<file path="src/rtl/fib_dispatch.sv">
// -----------------------------------------------------------------------------
// fib_dispatch
//
// Request front-end for the Fibonacci core. Index requests from a producer are
// queued in a small FIFO and handed to the core one at a time through its
// start/ready/done handshake. Each result is captured with its index in a
// valid/ready result register. A watchdog aborts a request whose done pulse
// never arrives, so a hung core cannot stall the pipeline.
//
// Parameters
//   IDX_W    width of the Fibonacci index
//   N        width of the Fibonacci result
//   DEPTH    request FIFO depth (power of 2, >= 2)
//   TIMEOUT  maximum cycles spent waiting for done before abort (>= 2)
//
// Ports
//   clk         rising-edge clock
//   rst         asynchronous active-low reset
//   req_valid   producer has a request
//   req_ready   FIFO can accept (combinational, fifo_count < DEPTH)
//   req_idx     requested index
//   core_in     index to the core, held from start until done or abort
//   core_start  one-cycle start pulse to the core (registered)
//   core_ready  core is idle
//   core_done   one-cycle done pulse, core_fib valid in that cycle
//   core_fib    core result
//   res_valid   result register full
//   res_ready   consumer accepts the result
//   res_idx     index of the held result
//   res_fib     held result
//   res_err     held result was a timeout abort
//   fifo_count  FIFO occupancy
//   busy        dispatcher has a request in flight
// -----------------------------------------------------------------------------
module fib_dispatch #(
   parameter int IDX_W   = 5,
   parameter int N       = 10,
   parameter int DEPTH   = 4,
   parameter int TIMEOUT = 1024
) (
   input  logic                     clk,
   input  logic                     rst,
   input  logic                     req_valid,
   output logic                     req_ready,
   input  logic [IDX_W-1:0]         req_idx,
   output logic [IDX_W-1:0]         core_in,
   output logic                     core_start,
   input  logic                     core_ready,
   input  logic                     core_done,
   input  logic [N-1:0]             core_fib,
   output logic                     res_valid,
   input  logic                     res_ready,
   output logic [IDX_W-1:0]         res_idx,
   output logic [N-1:0]             res_fib,
   output logic                     res_err,
   output logic [$clog2(DEPTH):0]   fifo_count,
   output logic                     busy
);

   localparam int PTR_W = $clog2(DEPTH);
   localparam int CNT_W = PTR_W + 1;
   localparam int WD_W  = $clog2(TIMEOUT);

   localparam logic [CNT_W-1:0] DEPTH_C = CNT_W'(DEPTH);
   localparam logic [WD_W-1:0]  WD_LAST = WD_W'(TIMEOUT - 1);

   typedef enum logic [1:0] {
      IDLE  = 2'd0,
      ISSUE = 2'd1,
      WAIT  = 2'd2
   } state_t;

   // ---------------------------------------------------------------------------
   // State
   // ---------------------------------------------------------------------------
   state_t              state_r;
   state_t              state_nxt_s;

   logic [IDX_W-1:0]    mem_r [DEPTH];
   logic [PTR_W-1:0]    wr_ptr_r;
   logic [PTR_W-1:0]    rd_ptr_r;
   logic [CNT_W-1:0]    fifo_count_r;

   logic [IDX_W-1:0]    core_in_r;
   logic                core_start_r;
   logic [WD_W-1:0]     wd_r;

   logic                res_valid_r;
   logic [IDX_W-1:0]    res_idx_r;
   logic [N-1:0]        res_fib_r;
   logic                res_err_r;

   // ---------------------------------------------------------------------------
   // Decoded events
   // ---------------------------------------------------------------------------
   logic                req_ready_s;
   logic                push_s;
   logic                issue_s;
   logic                done_s;
   logic                timeout_s;
   logic                res_accept_s;

   assign req_ready_s  = (fifo_count_r < DEPTH_C);
   assign push_s       = req_valid && req_ready_s;

   // Issue only when a request is queued, the core is idle and the previous
   // result has been consumed, so a completion never overwrites unread data.
   assign issue_s      = (state_r == IDLE) && (fifo_count_r != {CNT_W{1'b0}})
                         && core_ready && !res_valid_r;

   // A done pulse on the same edge as the timeout takes priority.
   assign done_s       = (state_r == WAIT) && core_done;
   assign timeout_s    = (state_r == WAIT) && !core_done && (wd_r == WD_LAST);
   assign res_accept_s = res_valid_r && res_ready;

   // FSM state register
   always_ff @(posedge clk or negedge rst) begin
      if (!rst) begin
         state_r <= IDLE;
      end else begin
         state_r <= state_nxt_s;
      end
   end

   // FSM next-state decode
   always_comb begin
      state_nxt_s = state_r;
      case (state_r)
         IDLE: begin
            if (issue_s) begin
               state_nxt_s = ISSUE;
            end else begin
               state_nxt_s = IDLE;
            end
         end
         ISSUE: begin
            state_nxt_s = WAIT;
         end
         WAIT: begin
            if (done_s || timeout_s) begin
               state_nxt_s = IDLE;
            end else begin
               state_nxt_s = WAIT;
            end
         end
         default: begin
            state_nxt_s = IDLE;
         end
      endcase
   end

   // FIFO storage and pointers; pointers wrap naturally since DEPTH is 2^PTR_W
   always_ff @(posedge clk or negedge rst) begin
      if (!rst) begin
         for (int i = 0; i < DEPTH; i++) begin
            mem_r[i] <= {IDX_W{1'b0}};
         end
         wr_ptr_r <= {PTR_W{1'b0}};
         rd_ptr_r <= {PTR_W{1'b0}};
      end else begin
         if (push_s) begin
            mem_r[wr_ptr_r] <= req_idx;
            wr_ptr_r        <= wr_ptr_r + PTR_W'(1);
         end
         if (issue_s) begin
            rd_ptr_r <= rd_ptr_r + PTR_W'(1);
         end
      end
   end

   // FIFO occupancy; a push and pop on the same edge leave it unchanged
   always_ff @(posedge clk or negedge rst) begin
      if (!rst) begin
         fifo_count_r <= {CNT_W{1'b0}};
      end else begin
         case ({push_s, issue_s})
            2'b10:   fifo_count_r <= fifo_count_r + CNT_W'(1);
            2'b01:   fifo_count_r <= fifo_count_r - CNT_W'(1);
            default: fifo_count_r <= fifo_count_r;
         endcase
      end
   end

   // Core request: head of FIFO latched on issue, start pulse for one cycle
   always_ff @(posedge clk or negedge rst) begin
      if (!rst) begin
         core_in_r    <= {IDX_W{1'b0}};
         core_start_r <= 1'b0;
      end else begin
         if (issue_s) begin
            core_in_r <= mem_r[rd_ptr_r];
         end
         core_start_r <= issue_s;
      end
   end

   // Watchdog: zeroed in ISSUE, counts each WAIT cycle without done
   always_ff @(posedge clk or negedge rst) begin
      if (!rst) begin
         wd_r <= {WD_W{1'b0}};
      end else if (state_r == ISSUE) begin
         wd_r <= {WD_W{1'b0}};
      end else if ((state_r == WAIT) && !core_done && (wd_r != WD_LAST)) begin
         wd_r <= wd_r + WD_W'(1);
      end else begin
         wd_r <= wd_r;
      end
   end

   // Result register: loaded on completion or abort, cleared on acceptance.
   // In WAIT res_valid is always 0, so load and accept never coincide.
   always_ff @(posedge clk or negedge rst) begin
      if (!rst) begin
         res_valid_r <= 1'b0;
         res_idx_r   <= {IDX_W{1'b0}};
         res_fib_r   <= {N{1'b0}};
         res_err_r   <= 1'b0;
      end else if (done_s) begin
         res_valid_r <= 1'b1;
         res_idx_r   <= core_in_r;
         res_fib_r   <= core_fib;
         res_err_r   <= 1'b0;
      end else if (timeout_s) begin
         res_valid_r <= 1'b1;
         res_idx_r   <= core_in_r;
         res_fib_r   <= {N{1'b0}};
         res_err_r   <= 1'b1;
      end else if (res_accept_s) begin
         res_valid_r <= 1'b0;
      end else begin
         res_valid_r <= res_valid_r;
      end
   end

   // ---------------------------------------------------------------------------
   // Outputs
   // ---------------------------------------------------------------------------
   assign req_ready  = req_ready_s;
   assign core_in    = core_in_r;
   assign core_start = core_start_r;
   assign res_valid  = res_valid_r;
   assign res_idx    = res_idx_r;
   assign res_fib    = res_fib_r;
   assign res_err    = res_err_r;
   assign fifo_count = fifo_count_r;
   assign busy       = (state_r != IDLE);

endmodule

</file>
<file path="config.mk">
export PLATFORM = sky130hd
export DESIGN_NAME = fib_dispatch
export DESIGN_NICKNAME = d
export VERILOG_FILES = /design/src/rtl/fib_dispatch.sv
export SDC_FILE = /design/constraint.sdc
export NUM_CORES = 1
export LEC_CHECK = 0
export CORE_MARGIN = 3
export CORE_UTILIZATION = 30
export DETAILED_ROUTE_END_ITERATION = 12
export GPL_TIMING_DRIVEN = 0
export SETUP_SLACK_MARGIN = 0.4
export SLEW_MARGIN = 20
export SYNTH_ARGS = -nofsm -noshare
export SYNTH_HDL_FRONTEND = slang
export SYNTH_SLANG_ARGS = --single-unit
</file>
<file path="constraint.sdc">
create_clock -name clk -period 7.1 [get_ports clk]
set_clock_uncertainty 0.15 [all_clocks]
set_input_delay 1.42 -clock clk [delete_from_list [all_inputs] [get_ports clk]]
set_output_delay 1.42 -clock clk [all_outputs]
set_load 0.1 [all_outputs]
</file>
==> results.py, run 1 <==
metrics = {
    "clock_network": {
        "cts_root_buffer": "clkbuf_8",
        "postCtsHoldBufs": 0,
        "clock_latency_ns": 0.32,
        "path_clk_slew_ns": 0.06,
        "cts_setup_buffers": 0,
        "clock-sinks": 62,
        "cts_tree": "yes",
        "cts_resized": 0,
        "clk_path_buf_depth": 2,
        "htree_levels": 3,
        "numCtsBuffers": 9,
    },
    "timing": {
        "finalSetupViolations": 0,
        "hold_violations": 0,
        "fin_setup_tns_ns": 0,
        "final_max_slew_viol_count": 0,
        "slew_headroom_pct": 34.5,
        "tightest_slew_ns": 0.979,
        "timing.fmax_ghz": 0.276,
        "setup_ws_ns": 3.48,
        "period_minus_slack_ns": 3.62,
        "rsz0062_at_grt": "no",
        "fin_crit_sh_pct": 51.0,
    },
    "global_route": {
        "grt_pass1_vias": 1928,
        "grt_max_degree": 48,
        "overflow": 0,
        "antenna_found_initial": 0,
        "grt_pass1_wl_um": 9580,
        "grt_use_total_pct": 12.0,
    },
    "outcome": {
        "status": "finished clean",
    },
    "synthesis": {
        "ys_warn_count": 0,
        "synth_top_cell_area_share_pct": 55.8,
        "ys_ff_latch": 62,
        "syn_area_mm2": 0.00278,
        "yosysSeqAreaShare_pct": 55.8,
        "ys_top_cells_by_area": "dfrtp_1, mux2_2, mux4_2, a22o_1, ha_1",
        "synth_nets": 233,
        "synthFlopType": "dfrtp_1",
        "ys_types": 40,
        "synth_area_per_cell_um2": 13.6,
        "async_reset_ff_share_pct": 100,
        "synth_edf_count": 0,
        "synth_area_leader_cell": "dfrtp_1",
        "syn_inst": 205,
    },
    "routing": {
        "viasPerCell": 4.84,
        "wirelength_um": 5530,
        "wl_per_cell_um": 14.7,
        "drc_errors": 0,
        "ant_nets": 0,
        "via_count": 1820,
        "drt_iter0_drc": 82,
        "firstDrtPassIters": 4,
    },
    "finish": {
        "finalNetCount": 293,
        "finalInstanceArea_mm2": 0.00357,
        "synthToLayoutAreaGrowth_pct": 28.6,
        "drive_gt1_share_pct": 21.3,
        "utilization_pct": 40.4,
        "layout_commonest_cell": "dfrtp_1",
        "diodes": 0,
        "mostFrequentLayoutCells": "dfrtp_1, clkdlybuf4s50_1, mux2_2",
    },
    "place": {
        "hpwl_um": 3990,
        "gp_congestion": 0.761,
        "place_ws_ns": 3.18,
        "post_dp_cell_area_mm2": 0.00342,
        "portBuffers": 48,
    },
    "floorplanning": {
        "pin_count": 49,
        "num_rows": 34,
        "dieArea_mm2": 0.0105,
        "die_w_um": 102,
        "start_util_pct": 31.4,
        "fp.dieH_um": 102,
        "core-area_mm2": 0.00885,
    },
    "critical_path": {
        "critPathLaunchType": "register",
        "cp_data_arrival_time_ns": 2.05,
        "worstPathMaxFanout": 6,
        "critPathRequiredTime_ns": 5.53,
        "crit_path_end_kind": "output port",
        "critPathKind": "reg -> out",
    },
    "run": {
        "drv_cap": 0,
    },
    "hold_path": {
        "hold_path_class": "reg -> reg",
    },
}
final timing paths:
path	startpoint	endpoint	slack [ns]	depth (start not counted)
max	state_r[0]	busy	3.48	2
min	res_fib[2]	res_fib[2]	0.35	1
max reg2reg	state_r[0]	fifo_count[2]	4.37	8
min reg2reg	res_fib[2]	res_fib[2]	0.35	1
max in group asynchronous	rst	mem_r[4]	5.49	2
min in group asynchronous	rst	res_fib[8]	0.81	1
cells in the mapped netlist, types with 2 or more instances:
cell type / n
clkbuf_1: 3
dfrtp_1: 62
buf_6: 2
and3_1: 2
nand3_1: 3
a22o_1: 10
nor2b_1: 2
ha_1: 6
xnor2_1: 4
a31oi_1: 4
nand4_1: 2
mux2_2: 29
nor2_1: 4
mux2i_1: 4
nand2_1: 13
xor2_1: 2
mux4_2: 5
inv_1: 11
and4b_1: 3
nor3_1: 8
o21ai_0: 4
a21oi_1: 4
final cells by class:
cell class	count	area (um2)
clock inverter	2	10.0
fill	872	5270
timing repair buffer	49	505
sequential	62	1550
multi-input combinational	126	1150
clock buffer	12	145
tap	108	135
inverter	11	41.3
buffer	6	37.5
stage by stage:
stage,hold slack [ns],instances
finish,0.349,376
global route,0.366,376
CTS,0.354,376
detailed placement,0.335,362
global placement,0.335,361
floorplan,0.324,205
critical path: stages, from the launching register on:
cell and delay (ns):
dfrtp_1 0.42, or2_4 0.18, clkdlybuf4s50_1 1.13
kinds of logic (layout without fill, tap and decap cells):
logic type / Yosys count / in the layout / synth area share, %
AO/OA/AOI/OAI: 26 / 26 / 6.89
XOR/XNOR: 6 / 6 / 1.89
buffers and inverters: 17 / 80 / 2.84
adder cells (fa/ha/maj): 7 / 7 / 3.42
multiplexers: 39 / 39 / 17.8
flip-flops: 62 / 62 / 55.8
AND/OR/NAND/NOR: 48 / 48 / 11.3
state kept, by name, summed over array words and instances (netlist names):
register	count
mem_r	20
res_fib	10
wd_r	10
core_in	5
res_idx	5
fifo_count	3
rd_ptr_r	2
state_r	2
wr_ptr_r	2
core_start	1
res_err	1
res_valid	1
layer usage:
metal,routed length (um),part of all wire (%),vias up,global-route usage [%]
met5,0,0,-,0
met4,34,0.62,0,2.72
met3,233,4.2,5,4.44
met2,2700,49,46,20.1
met1,2560,46,905,15.0
li1,-,-,864,-
Power of run 1 is not shown: default switching activity piles up to over one toggle a cycle in this logic, so the estimate is an artifact.
==> run 2: changes to the inputs <==
clock period = 3.8 ns   (was 7.1 ns; I/O delays follow)
==> results of run 2 <==
The final DEF is identical to that of run 1. Status: finished clean.
Among the figures that moved: setup slack after placement 3.18 ns -> 0.540 ns; setup slack after layout 3.48 ns -> 0.837 ns; hold slack 0.349 ns -> 0.152 ns; register-to-register setup slack 4.37 ns -> 1.07 ns
Power of run 2 is left out for the same reason.
